$ cat src/rtl/paint_pixel_datapath_pkg.sv
// Shared constants, state encoding, pixel payload and coordinate clamps
// for the paint pixel datapath.
package paint_pixel_datapath_pkg;

  localparam int unsigned SCREEN_W = 160;
  localparam int unsigned SCREEN_H = 120;
  localparam int unsigned XW       = 8;
  localparam int unsigned YW       = 7;
  localparam int unsigned CW       = 3;
  localparam int unsigned DW       = 8;

  localparam logic [1:0] MODE_NONE    = 2'b00;
  localparam logic [1:0] MODE_FILL    = 2'b01;
  localparam logic [1:0] MODE_OUTLINE = 2'b10;
  localparam logic [1:0] MODE_POINT   = 2'b11;

  typedef enum logic [1:0] {
    ST_IDLE  = 2'd0,
    ST_SCAN  = 2'd1,
    ST_POINT = 2'd2,
    ST_DONE  = 2'd3
  } state_t;

  typedef struct packed {
    logic [XW-1:0] x;
    logic [YW-1:0] y;
    logic [CW-1:0] colour;
    logic          plot;
  } pixel_t;

  function automatic logic [XW-1:0] clamp_x(input logic [DW-1:0] d);
    return (d > DW'(SCREEN_W - 1)) ? XW'(SCREEN_W - 1) : XW'(d);
  endfunction

  function automatic logic [YW-1:0] clamp_y(input logic [YW-1:0] d);
    return (d > YW'(SCREEN_H - 1)) ? YW'(SCREEN_H - 1) : d;
  endfunction

endpackage

$ cat src/rtl/paint_pixel_datapath_if.sv
// Control/pixel bus between the paint FSM (master) and the pixel datapath (slave).
interface paint_pixel_datapath_if;
  import paint_pixel_datapath_pkg::*;

  logic [DW-1:0] data_in;
  logic [CW-1:0] colour_in;
  logic          loadX;
  logic          loadY;
  logic          loadX2;
  logic          loadY2;
  logic          loadC;
  logic          enable;
  logic [1:0]    alu_select;
  logic [XW-1:0] x_out;
  logic [YW-1:0] y_out;
  logic [CW-1:0] colour_out;
  logic          plot;
  logic          busy;
  logic          done;

  modport master (
    output data_in, colour_in, loadX, loadY, loadX2, loadY2, loadC, enable, alu_select,
    input  x_out, y_out, colour_out, plot, busy, done
  );

  modport slave (
    input  data_in, colour_in, loadX, loadY, loadX2, loadY2, loadC, enable, alu_select,
    output x_out, y_out, colour_out, plot, busy, done
  );

endinterface

$ cat src/rtl/paint_pixel_datapath_raster_scan_counter.sv
// Raster x/y walker over a latched rectangle; exposes the position it will
// move to this cycle so the caller can register that pixel directly.
module paint_pixel_datapath_raster_scan_counter
  import paint_pixel_datapath_pkg::*;
(
  input  logic          clk,
  input  logic          rst,
  input  logic          start,
  input  logic          step,
  input  logic [XW-1:0] xmin_in,
  input  logic [XW-1:0] xmax_in,
  input  logic [YW-1:0] ymin_in,
  input  logic [YW-1:0] ymax_in,
  output logic [XW-1:0] x_nxt_c,
  output logic [YW-1:0] y_nxt_c,
  output logic          edge_nxt_c,
  output logic          last_c
);

  logic [XW-1:0] xmin, xmax, x;
  logic [YW-1:0] ymin, ymax, y;
  logic [XW-1:0] bxmin_c, bxmax_c;
  logic [YW-1:0] bymin_c, bymax_c;

  // Next position and whether it lies on the rectangle border
  always_comb begin
    bxmin_c    = start ? xmin_in : xmin;
    bxmax_c    = start ? xmax_in : xmax;
    bymin_c    = start ? ymin_in : ymin;
    bymax_c    = start ? ymax_in : ymax;
    x_nxt_c    = x;
    y_nxt_c    = y;
    last_c     = (x == xmax) && (y == ymax);
    if (start) begin
      x_nxt_c = xmin_in;
      y_nxt_c = ymin_in;
    end else if (step) begin
      if (x == xmax) begin
        x_nxt_c = xmin;
        y_nxt_c = y + YW'(1);
      end else begin
        x_nxt_c = x + XW'(1);
      end
    end
    edge_nxt_c = (x_nxt_c == bxmin_c) || (x_nxt_c == bxmax_c) ||
                 (y_nxt_c == bymin_c) || (y_nxt_c == bymax_c);
  end

  always_ff @(posedge clk) begin
    if (rst) begin
      xmin <= '0;
      xmax <= '0;
      ymin <= '0;
      ymax <= '0;
      x    <= '0;
      y    <= '0;
    end else begin
      if (start) begin
        xmin <= xmin_in;
        xmax <= xmax_in;
        ymin <= ymin_in;
        ymax <= ymax_in;
      end
      x <= x_nxt_c;
      y <= y_nxt_c;
    end
  end

endmodule

$ cat src/rtl/paint_pixel_datapath.sv
// Corner/colour registers, draw FSM and registered pixel stream for the
// 160x120 VGA adapter: filled rectangle, outline rectangle and freeform point.
module paint_pixel_datapath
  import paint_pixel_datapath_pkg::*;
(
  input  logic                   Clock,
  input  logic                   Reset,
  paint_pixel_datapath_if.slave  bus
);

  state_t        state;
  logic [XW-1:0] x1, x2;
  logic [YW-1:0] y1, y2;
  logic [CW-1:0] colour, scan_colour;
  logic          scan_fill;
  logic          armed;
  logic          busy_q, done_q;
  pixel_t        pix;

  logic          loads_ok_c, rect_start_c, point_go_c, step_c, fill_sel_c;
  logic [XW-1:0] xmin_c, xmax_c, x1_nxt_c, x_nxt_c;
  logic [YW-1:0] ymin_c, ymax_c, y1_nxt_c, y_nxt_c;
  logic [CW-1:0] colour_nxt_c;
  logic          edge_nxt_c, last_c;

  assign bus.x_out      = pix.x;
  assign bus.y_out      = pix.y;
  assign bus.colour_out = pix.colour;
  assign bus.plot       = pix.plot;
  assign bus.busy       = busy_q;
  assign bus.done       = done_q;

  // Corner ordering, post-load point values and FSM qualifiers
  always_comb begin
    xmin_c       = (x1 < x2) ? x1 : x2;
    xmax_c       = (x1 < x2) ? x2 : x1;
    ymin_c       = (y1 < y2) ? y1 : y2;
    ymax_c       = (y1 < y2) ? y2 : y1;
    loads_ok_c   = (state == ST_IDLE) || (state == ST_POINT);
    x1_nxt_c     = x1;
    y1_nxt_c     = y1;
    colour_nxt_c = colour;
    if (loads_ok_c) begin
      if (bus.loadX) x1_nxt_c = clamp_x(bus.data_in);
      if (bus.loadY) y1_nxt_c = clamp_y(bus.data_in[YW-1:0]);
      if (bus.loadC) colour_nxt_c = bus.colour_in;
    end
    fill_sel_c   = (bus.alu_select == MODE_FILL);
    rect_start_c = (state == ST_IDLE) && bus.enable && armed &&
                   (fill_sel_c || (bus.alu_select == MODE_OUTLINE));
    point_go_c   = bus.enable && (bus.alu_select == MODE_POINT);
    step_c       = (state == ST_SCAN) && !last_c;
  end

  paint_pixel_datapath_raster_scan_counter u_scan (
    .clk        (Clock),
    .rst        (Reset),
    .start      (rect_start_c),
    .step       (step_c),
    .xmin_in    (xmin_c),
    .xmax_in    (xmax_c),
    .ymin_in    (ymin_c),
    .ymax_in    (ymax_c),
    .x_nxt_c    (x_nxt_c),
    .y_nxt_c    (y_nxt_c),
    .edge_nxt_c (edge_nxt_c),
    .last_c     (last_c)
  );

  // armed means enable was seen low in the previous cycle; cleared by reset so
  // enable held high through a reset cannot launch a draw
  always_ff @(posedge Clock) begin
    if (Reset) begin
      state       <= ST_IDLE;
      x1          <= '0;
      y1          <= '0;
      x2          <= '0;
      y2          <= '0;
      colour      <= '0;
      scan_colour <= '0;
      scan_fill   <= 1'b0;
      armed       <= 1'b0;
      busy_q      <= 1'b0;
      done_q      <= 1'b0;
      pix         <= '0;
    end else begin
      armed  <= ~bus.enable;
      done_q <= 1'b0;
      if (loads_ok_c) begin
        x1     <= x1_nxt_c;
        y1     <= y1_nxt_c;
        colour <= colour_nxt_c;
        if (bus.loadX2) x2 <= clamp_x(bus.data_in);
        if (bus.loadY2) y2 <= clamp_y(bus.data_in[YW-1:0]);
      end
      case (state)
        ST_IDLE: begin
          pix.plot <= 1'b0;
          if (point_go_c) begin
            state      <= ST_POINT;
            pix.x      <= x1_nxt_c;
            pix.y      <= y1_nxt_c;
            pix.colour <= colour_nxt_c;
            pix.plot   <= 1'b1;
          end else if (rect_start_c) begin
            state       <= ST_SCAN;
            busy_q      <= 1'b1;
            scan_colour <= colour;
            scan_fill   <= fill_sel_c;
            pix.x       <= x_nxt_c;
            pix.y       <= y_nxt_c;
            pix.colour  <= colour;
            pix.plot    <= fill_sel_c | edge_nxt_c;
          end
        end
        ST_SCAN: begin
          if (last_c) begin
            state    <= ST_DONE;
            busy_q   <= 1'b0;
            done_q   <= 1'b1;
            pix.plot <= 1'b0;
          end else begin
            pix.x      <= x_nxt_c;
            pix.y      <= y_nxt_c;
            pix.colour <= scan_colour;
            pix.plot   <= scan_fill | edge_nxt_c;
          end
        end
        ST_POINT: begin
          if (point_go_c) begin
            pix.x      <= x1_nxt_c;
            pix.y      <= y1_nxt_c;
            pix.colour <= colour_nxt_c;
            pix.plot   <= 1'b1;
          end else begin
            state    <= ST_IDLE;
            pix.plot <= 1'b0;
          end
        end
        ST_DONE: begin
          state    <= ST_IDLE;
          pix.plot <= 1'b0;
        end
        default: state <= ST_IDLE;
      endcase
    end
  end

endmodule

$ cat src/flat_wrapper.sv
// flat-port wrapper written by rule: the top's interface ports become plain ports
module paint_pixel_datapath_flat import paint_pixel_datapath_pkg::*;
  (Clock, Reset, bus_data_in, bus_colour_in, bus_loadX, bus_loadY, bus_loadX2, bus_loadY2, bus_loadC, bus_enable, bus_alu_select, bus_x_out, bus_y_out, bus_colour_out, bus_plot, bus_busy, bus_done);
  paint_pixel_datapath_if bus_i ();
  input  logic Clock;
  input  logic Reset;
  input wire logic [$bits(bus_i.data_in)-1:0] bus_data_in;
  input wire logic [$bits(bus_i.colour_in)-1:0] bus_colour_in;
  input wire logic [$bits(bus_i.loadX)-1:0] bus_loadX;
  input wire logic [$bits(bus_i.loadY)-1:0] bus_loadY;
  input wire logic [$bits(bus_i.loadX2)-1:0] bus_loadX2;
  input wire logic [$bits(bus_i.loadY2)-1:0] bus_loadY2;
  input wire logic [$bits(bus_i.loadC)-1:0] bus_loadC;
  input wire logic [$bits(bus_i.enable)-1:0] bus_enable;
  input wire logic [$bits(bus_i.alu_select)-1:0] bus_alu_select;
  output wire logic [$bits(bus_i.x_out)-1:0] bus_x_out;
  output wire logic [$bits(bus_i.y_out)-1:0] bus_y_out;
  output wire logic [$bits(bus_i.colour_out)-1:0] bus_colour_out;
  output wire logic [$bits(bus_i.plot)-1:0] bus_plot;
  output wire logic [$bits(bus_i.busy)-1:0] bus_busy;
  output wire logic [$bits(bus_i.done)-1:0] bus_done;
  assign bus_i.data_in = bus_data_in;
  assign bus_i.colour_in = bus_colour_in;
  assign bus_i.loadX = bus_loadX;
  assign bus_i.loadY = bus_loadY;
  assign bus_i.loadX2 = bus_loadX2;
  assign bus_i.loadY2 = bus_loadY2;
  assign bus_i.loadC = bus_loadC;
  assign bus_i.enable = bus_enable;
  assign bus_i.alu_select = bus_alu_select;
  assign bus_x_out = bus_i.x_out;
  assign bus_y_out = bus_i.y_out;
  assign bus_colour_out = bus_i.colour_out;
  assign bus_plot = bus_i.plot;
  assign bus_busy = bus_i.busy;
  assign bus_done = bus_i.done;
  paint_pixel_datapath u_core (.Clock(Clock), .Reset(Reset), .bus(bus_i));
endmodule
$ cat config.mk
export PLATFORM = sky130hd
export DESIGN_NAME = paint_pixel_datapath_flat
export DESIGN_NICKNAME = d
export VERILOG_FILES = /design/src/rtl/paint_pixel_datapath_pkg.sv /design/src/rtl/paint_pixel_datapath_if.sv /design/src/rtl/paint_pixel_datapath_raster_scan_counter.sv /design/src/rtl/paint_pixel_datapath.sv /design/src/flat_wrapper.sv
export SDC_FILE = /design/constraint.sdc
export NUM_CORES = 1
export LEC_CHECK = 0
export CORE_MARGIN = 2
export CORE_UTILIZATION = 50
export CTS_CLUSTER_DIAMETER = 150
export DETAILED_ROUTE_END_ITERATION = 10
export HOLD_SLACK_MARGIN = 0.1
export PLACE_DENSITY = 0.81
export SLEW_MARGIN = 20
export SYNTH_ARGS = -nofsm -noshare
export SYNTH_HDL_FRONTEND = slang
export SYNTH_HIERARCHICAL = 1
export SYNTH_SLANG_ARGS = --single-unit
$ cat constraint.sdc
create_clock -name Clock -period 4.6 [get_ports Clock]
set_input_delay 0.92 -clock Clock [delete_from_list [all_inputs] [get_ports Clock]]
set_output_delay 0.92 -clock Clock [all_outputs]
set_load 0.05 [all_outputs]
## After elaboration in Yosys (flattened, before gate mapping)

Index checks and enable logic that the tools add are counted.

- $add $sub $neg: 2
- Mux-type cells: 40
- Equal/unequal tests: 19
- $lt $le $gt $ge: 4
- Bitwise gates (word level): 5
- Reduce and logical (&&, ||, !) cells: 22

Operator list:

| operator | number |
|---|---|
| $mux W8 | 10 |
| $mux W7 | 10 |
| $pmux W18 S3 | 1 |
| $mux W19 | 2 |
| $mux W18 | 2 |
| $eq A8 B8 Y1 | 3 |
| $eq A7 B7 Y1 | 3 |
| $add A8 B1 Y8 const B | 1 |
| $eq A2 B2 Y1 const B | 4 |
| $gt A8 B8 Y1 const B | 1 |
| $lt A8 B8 Y1 | 1 |
| $mux W2 | 4 |
| $ne A2 B2 Y1 const B | 4 |
| $pmux W2 S4 | 1 |
| $reduce_and A4 Y1 | 2 |
| $add A7 B1 Y7 const B | 1 |
| $gt A7 B7 Y1 const B | 1 |
| $lt A7 B7 Y1 | 1 |
| $logic_and A1 B1 Y1 | 6 |
| $mux W1 | 6 |
| $mux W3 | 2 |
| $reduce_and A3 Y1 | 2 |
| $logic_or A1 B1 Y1 | 5 |
| $eq A2 B1 Y1 const B | 2 |
| 12 further kinds | 17 |

- Output and inout port bits: 21
- Bits in registers: 106
- Input port bits: 21

## Logic depth before layout (Yosys ltp)

- Word-level depth: 14
- Mapped depth: 20
- Mapped depth without buffers: 18

## By module

Netlist, hierarchy kept.

By module, submodules not included:

| module | cells an instance | times used | area each (um^2) |
|---|---|---|---|
| paint_pixel_datapath | 460 | 1 | 3,926.3 |
| paint_pixel_datapath_raster_scan_counter | 413 | 1 | 3,259.4 |

## Least setup slack after synthesis

Ideal clock, no wire load.

- Path kind: register to register
- Start: reg u_core.u_scan.xmax[3]
- End: reg u_core/bus.plot (netlist name)
- Arrival time: 3.611 ns
- Data required time: 4.509 ns
- Library setup time: 0.091 ns
- Path buffers: 1
- Path slack: 0.898 ns
- Cell stages (with the launch flop): 20
- Path through: dfxtp_1 > buf_6 > xor2_2 > nor4_4 > nand2_4 > nor3_1 > nand2b_1 > inv_1 > and3b_1 > o21ai_0 > nand3_1 > a31o_1 > or3_1 > a2111oi_2 > o211ai_1 > o211ai_2 > nor2_1 > o21ai_0 > nor2_1 > a311oi_1

- Longest elaborated chain between the ends: 14
- Elaborated cells between the ends (all ways): 24

Ends and longest elaborated chain:

| item | RTL line | RTL |
|---|---|---|
| start: declaration | paint_pixel_datapath_raster_scan_counter.sv:20 | `logic [XW-1:0] xmin, xmax, x;` |
| start signal: assignment | paint_pixel_datapath_raster_scan_counter.sv:60 | `xmax <= xmax_in;` |
| $eq A8 B8 Y1 (*) | paint_pixel_datapath_raster_scan_counter.sv:33 | `last_c = (x == xmax) && (y == ymax);` |
| $logic_and A1 B1 Y1 (*) | paint_pixel_datapath_raster_scan_counter.sv:33 |  |
| net u_core.last_c | paint_pixel_datapath.sv:24 | `logic edge_nxt_c, last_c;` |
| $logic_not A1 Y1 (*) | paint_pixel_datapath.sv:52 | `step_c = (state == ST_SCAN) && !last_c;` |
| $logic_and A1 B1 Y1 (*) | paint_pixel_datapath.sv:52 |  |
| net u_core.step_c | paint_pixel_datapath.sv:20 | `logic loads_ok_c, rect_start_c, point_go_c, step_c, fill_sel_c;` |
| $mux W8 | paint_pixel_datapath_raster_scan_counter.sv:37 | `end else if (step) begin` |
| $mux W8 | paint_pixel_datapath_raster_scan_counter.sv:34 | `if (start) begin` |
| $eq A8 B8 Y1 | paint_pixel_datapath_raster_scan_counter.sv:45 | `edge_nxt_c = (x_nxt_c == bxmin_c) \|\| (x_nxt_c == bxmax_c) \|\|` |
| $logic_or A1 B1 Y1 (2 in series) | paint_pixel_datapath_raster_scan_counter.sv:45 |  |
| $logic_or A1 B1 Y1 (*) | paint_pixel_datapath_raster_scan_counter.sv:46 | `(y_nxt_c == bymin_c) \|\| (y_nxt_c == bymax_c);` |
| net u_core.edge_nxt_c | paint_pixel_datapath.sv:24 |  |
| $or A1 B1 Y1 | paint_pixel_datapath.sv:113 | `pix.plot <= fill_sel_c \| edge_nxt_c;` |
| $mux W19 | paint_pixel_datapath.sv:105 | `end else if (rect_start_c) begin` |
| $mux W19 | paint_pixel_datapath.sv:99 | `if (point_go_c) begin` |
| $pmux W1 S4 (*) | paint_pixel_datapath.sv:96 | `case (state)` |

The timed path passes the listed nets; every way through them passes the cells marked *. The select of a mux whose other input is x is not followed.
A chain may end at the register's enable or synchronous reset.

## Final worst setup path

- Start: reg u_core.u_scan.xmax[3]
- End: reg u_core/bus.plot (netlist name)

- Longest elaborated chain between the ends: 14
- Elaborated cells between the ends (all ways): 24

Ends and longest elaborated chain:

| item | RTL line |
|---|---|
| $eq A8 B8 Y1 (*) | paint_pixel_datapath_raster_scan_counter.sv:33 |
| $logic_and A1 B1 Y1 (*) | paint_pixel_datapath_raster_scan_counter.sv:33 |
| net u_core.last_c | paint_pixel_datapath.sv:24 |
| $logic_not A1 Y1 (*) | paint_pixel_datapath.sv:52 |
| $logic_and A1 B1 Y1 (*) | paint_pixel_datapath.sv:52 |
| net u_core.step_c | paint_pixel_datapath.sv:20 |
| $mux W8 | paint_pixel_datapath_raster_scan_counter.sv:37 |
| $mux W8 | paint_pixel_datapath_raster_scan_counter.sv:34 |
| $eq A8 B8 Y1 | paint_pixel_datapath_raster_scan_counter.sv:45 |
| $logic_or A1 B1 Y1 (2 in series) | paint_pixel_datapath_raster_scan_counter.sv:45 |
| $logic_or A1 B1 Y1 (*) | paint_pixel_datapath_raster_scan_counter.sv:46 |
| net u_core.edge_nxt_c | paint_pixel_datapath.sv:24 |
| $or A1 B1 Y1 | paint_pixel_datapath.sv:113 |
| $mux W19 | paint_pixel_datapath.sv:105 |
| $mux W19 | paint_pixel_datapath.sv:99 |
| $pmux W1 S4 (*) | paint_pixel_datapath.sv:96 |

Marks and branches as above.

==> impl_metrics.csv <==
group,metric,value,unit
run_status,status,"complete, no violations",
yosys,synthesis.nets,915,
yosys,yosys_most_used_dff,"dfxtp_1",
yosys,syn_inst,873,
yosys,syn-cell-area,7190,um2
sta,relSlewSlack,27.2,%
drt,drtAntennaViolNets,0,
place,numPortBuffers,41,
yosys,synth_enable_flop_cells,0,
sta,fin_crit_sh,94.0,%
yosys,yosys.cell_types.count,79,
worst_setup_path,cp-start-kind,"register",
yosys,synth-simple-area-share,20.5,%
clock_network,cts_root_buf,"clkbuf_16",
yosys,yosysWarnings,6,
drt,num_vias,6556,
clock_network,clkLatencyLatePin,350,ps
sta,worst_pin_slew,1090,ps
place,placedCellCount,1051,
clock_network,clock_sink_count,106,
yosys,synth_compound_area_share,21.6,%
clock_network,cts_buffers,9,
hold_path,min_path_type,"register to register",
floorplan,die_area,15300,um2
yosys,synth_xor_area_share,6.81,%
layout,fillers,1173,
layout,final_nets,924,
layout,layout.cells.non_filler,1067,
place,place.gp.congestion,0.893,
power,irDropWorstVdd,418,uV
sta,slew_violations,0,
sta,fin_skew,8.77,ps
floorplan,num_rows,43,
global_route,grt_usage,25.9,%
drt,postRouteWirelength,19.4,mm
clock_network,clk_path_buf_depth,2,
drt,drt_iter0_drc,556,
layout,antennaDiodeCount,0,
drt,drtPass1Iterations,5,
yosys,synth_mux_area_share,11.8,%
global_route,grt_pass1_vias,6128,
worst_setup_path,crit_arrival,4580,ps
global_route,antenna_found_initial,0,
clock_network,postCtsHoldBufs,0,
floorplan,die_x,124,um
power,power,5.06,mW
floorplan,core_area,13900,um2
layout,synthToLayoutAreaGrowth,11.3,%
sta,setup_tns,0,ps
worst_setup_path,r2r_slack,280,ps
global_route,grt_pass1_wl,31.4,mm
place,placed_area,7670,um2
power,power.leakage,3.05,nW
worst_setup_path,rr_worst_depth,17,
worst_setup_path,worstReg2RegStart,"u_core/u_scan/xmax[3]$_SDFF_PP0_",
job,maxCapViolCount,0,
yosys,yosys.area_share.adder,3.80,%
floorplan,start_util,51.6,%
sta,hold_violations,0,
worst_setup_path,crit_type,"register to register",
floorplan,io_pins,42,
yosys,ys_seq_elements,106,
drt,route.detailed.drc,0,
clock_network,clk_pin_slew,70,ps
sta,fmax,231,MHz
worst_setup_path,r2r_end,"u_core/bus.plot$_SDFF_PP0_",
worst_setup_path,end_kind,"register",
clock_network,h-tree-depth,3,
layout,final_common_cell,"dfxtp_1",
yosys,synth_top_family_by_area,"compound AO/OA/AOI/OAI gates",
yosys,avgSynthCellArea,8.23,um2
sta,holdWs,458,ps
drt,post_drt_via_cell_ratio,6.14,
layout,drive_gt1_share,9.81,%
layout,stdcell_area,8000,um2
place,hpwl,13.7,mm
global_route,grt_max_degree,108,
yosys,ys_async_sr_fraction,0,%
worst_setup_path,cp.required,4850,ps
floorplan,die_y,124,um
layout,final_cell_mix,"106 x dfxtp_1, 93 x nand2_1, 89 x nor2_1",
sta,rsz0062_at_grt,"no",
drt,wire_per_inst,18.2,um
sta,setup_viol,0,
sta,period_needed,4320,ps
global_route,globalRouteOverflowTotal,0,
yosys,yosysSeqAreaShare,29.5,%
hold_path,holdCritStartpoint,"u_core/bus.y_out[0]$_SDFFE_PP0P_",
hold_path,hold_depth,2,
worst_setup_path,cp_max_fo,10,
hold_path,whs_endpoint,"u_core/bus.y_out[0]$_SDFFE_PP0P_",
clock_network,cts_tree,"built",
power,powerDensity,633,nW/um2
==> worst max-delay path, stage by stage (launching register included) <==
cell	delay, ps
dfxtp_1	510
xor2_2	180
nor4_4	550
nand2_4	180
nor3_1	340
nand2b_1	190
inv_1	110
buf_4	180
nand3_1	250
o32ai_1	160
a2111o_1	440
a2111oi_2	220
o211ai_1	160
o211ai_2	200
nor2_1	60
o21ai_0	200
nor2_1	80
a311oi_1	220
==> what timing repair did <==
action                                  CTS  global route
setup buffers                             0             0
resized for setup                         0             1
endpoints found under the setup margin    0             1
==> power breakdown <==
part           internal, mW  leakage [nW]  switching, mW
clock                 0.482         0.154          0.366
sequential             1.08         0.863          0.160
combinational          1.16          2.04           1.81
total                  2.72          3.05           2.34
==> routing by layer <==
layer,wire length (um),GRT usage (%)
met1,8850,35.7
met2,8620,39.8
met5,0,0
met4,569,11.3
met3,1350,4.26
==> synth_stat cells, types with 3 or more instances <==
library cell  count  area (um2)
inv_1            30         113
nor2b_1          24         150
nand2b_1          7        43.8
a21o_1            9        67.6
a41oi_1           3        26.3
o32ai_1           3        26.3
nor4_1            6        37.5
buf_6             5        56.3
dfxtp_1         106        2120
nor3_1            8        40.0
nand2_1          93         349
and2_1            4        25.0
xnor2_1          32         280
nand3b_1         13        97.6
mux2i_1          48         480
o2111ai_1         4        35.0
clkbuf_1         34         128
o21a_1            6        45.0
and3_1            5        31.3
nand4_1          15        93.8
a311o_1           6        60.1
mux2_4            7         105
buf_2            23         115
o211ai_1          8        60.1
o31ai_1           8        60.1
nor2_1           89         334
a22oi_1           3        22.5
o21ai_0          30         150
a31oi_1           9        56.3
o22ai_1           7        43.8
mux2_2           14         158
o21ai_1           9        45.0
mux2_1            9         101
a211o_1           4        35.0
xor2_1           22         193
a211oi_1         26         195
a221oi_1          9        78.8
ha_1             21         263
a21oi_1          46         230
nand3_1          16        80.1
a311oi_1          3        26.3
==> logic make-up after synthesis <==
group           count (synthesis)
buf+inv                        96
fa+ha+maj                      22
mux                            78
simple gates                  298
xor+xnor                       55
compound gates                218
flops                         106
==> worst max-delay path by stage <==
| stage | startpoint | to | cells past startpoint |
|---|---|---|---|
| finish | u_core/u_scan/xmax[3]$_SDFF_PP0_ | u_core/bus.plot$_SDFF_PP0_ | 17 |
| global route | u_core/u_scan/x[1]$_SDFF_PP0_ | u_core/bus.plot$_SDFF_PP0_ | 18 |
| CTS | u_core/u_scan/xmax[3]$_SDFF_PP0_ | u_core/bus.plot$_SDFF_PP0_ | 19 |
| detailed placement | u_core/u_scan/xmax[3]$_SDFF_PP0_ | u_core/bus.plot$_SDFF_PP0_ | 19 |
| global placement | bus_alu_select[1] | u_core/bus.plot$_SDFF_PP0_ | 15 |
| floorplan | u_core/u_scan/xmax[3]$_SDFF_PP0_ | u_core/bus.plot$_SDFF_PP0_ | 19 |
==> state kept, by name, summed over array words and instances (netlist names), 2 cells and up <==
name	cells
u_core/bus.colour_out	3
u_core/bus.x_out	8
u_core/bus.y_out	7
u_core/colour	3
u_core/scan_colour	3
u_core/state	2
u_core/u_scan/x	8
u_core/u_scan/xmax	8
u_core/u_scan/xmin	8
u_core/u_scan/y	7
u_core/u_scan/ymax	7
u_core/u_scan/ymin	7
u_core/x1	8
u_core/x2	8
u_core/y1	7
u_core/y2	7
==> final cells by class <==
type | count | area (um2) | area share [%]
Clock inverter | 7 | 100 | 1.25
Timing Repair Buffer | 64 | 581 | 7.26
Inverter | 30 | 113 | 1.41
Clock buffer | 9 | 225 | 2.82
Multi-Input combinational cell | 671 | 4630 | 57.9
Sequential cell | 106 | 2120 | 26.5
Tap cell | 180 | 225 | 2.82
==> per-stage QoR <==
step                setup WS, ps  utilization [%]
floorplan                    898                -
global placement             556             55.0
detailed placement           372             55.0
CTS                          332             57.4
global route                3.66             57.4
finish                       276             57.4
Note: power is estimated with default switching activity, not from simulation.
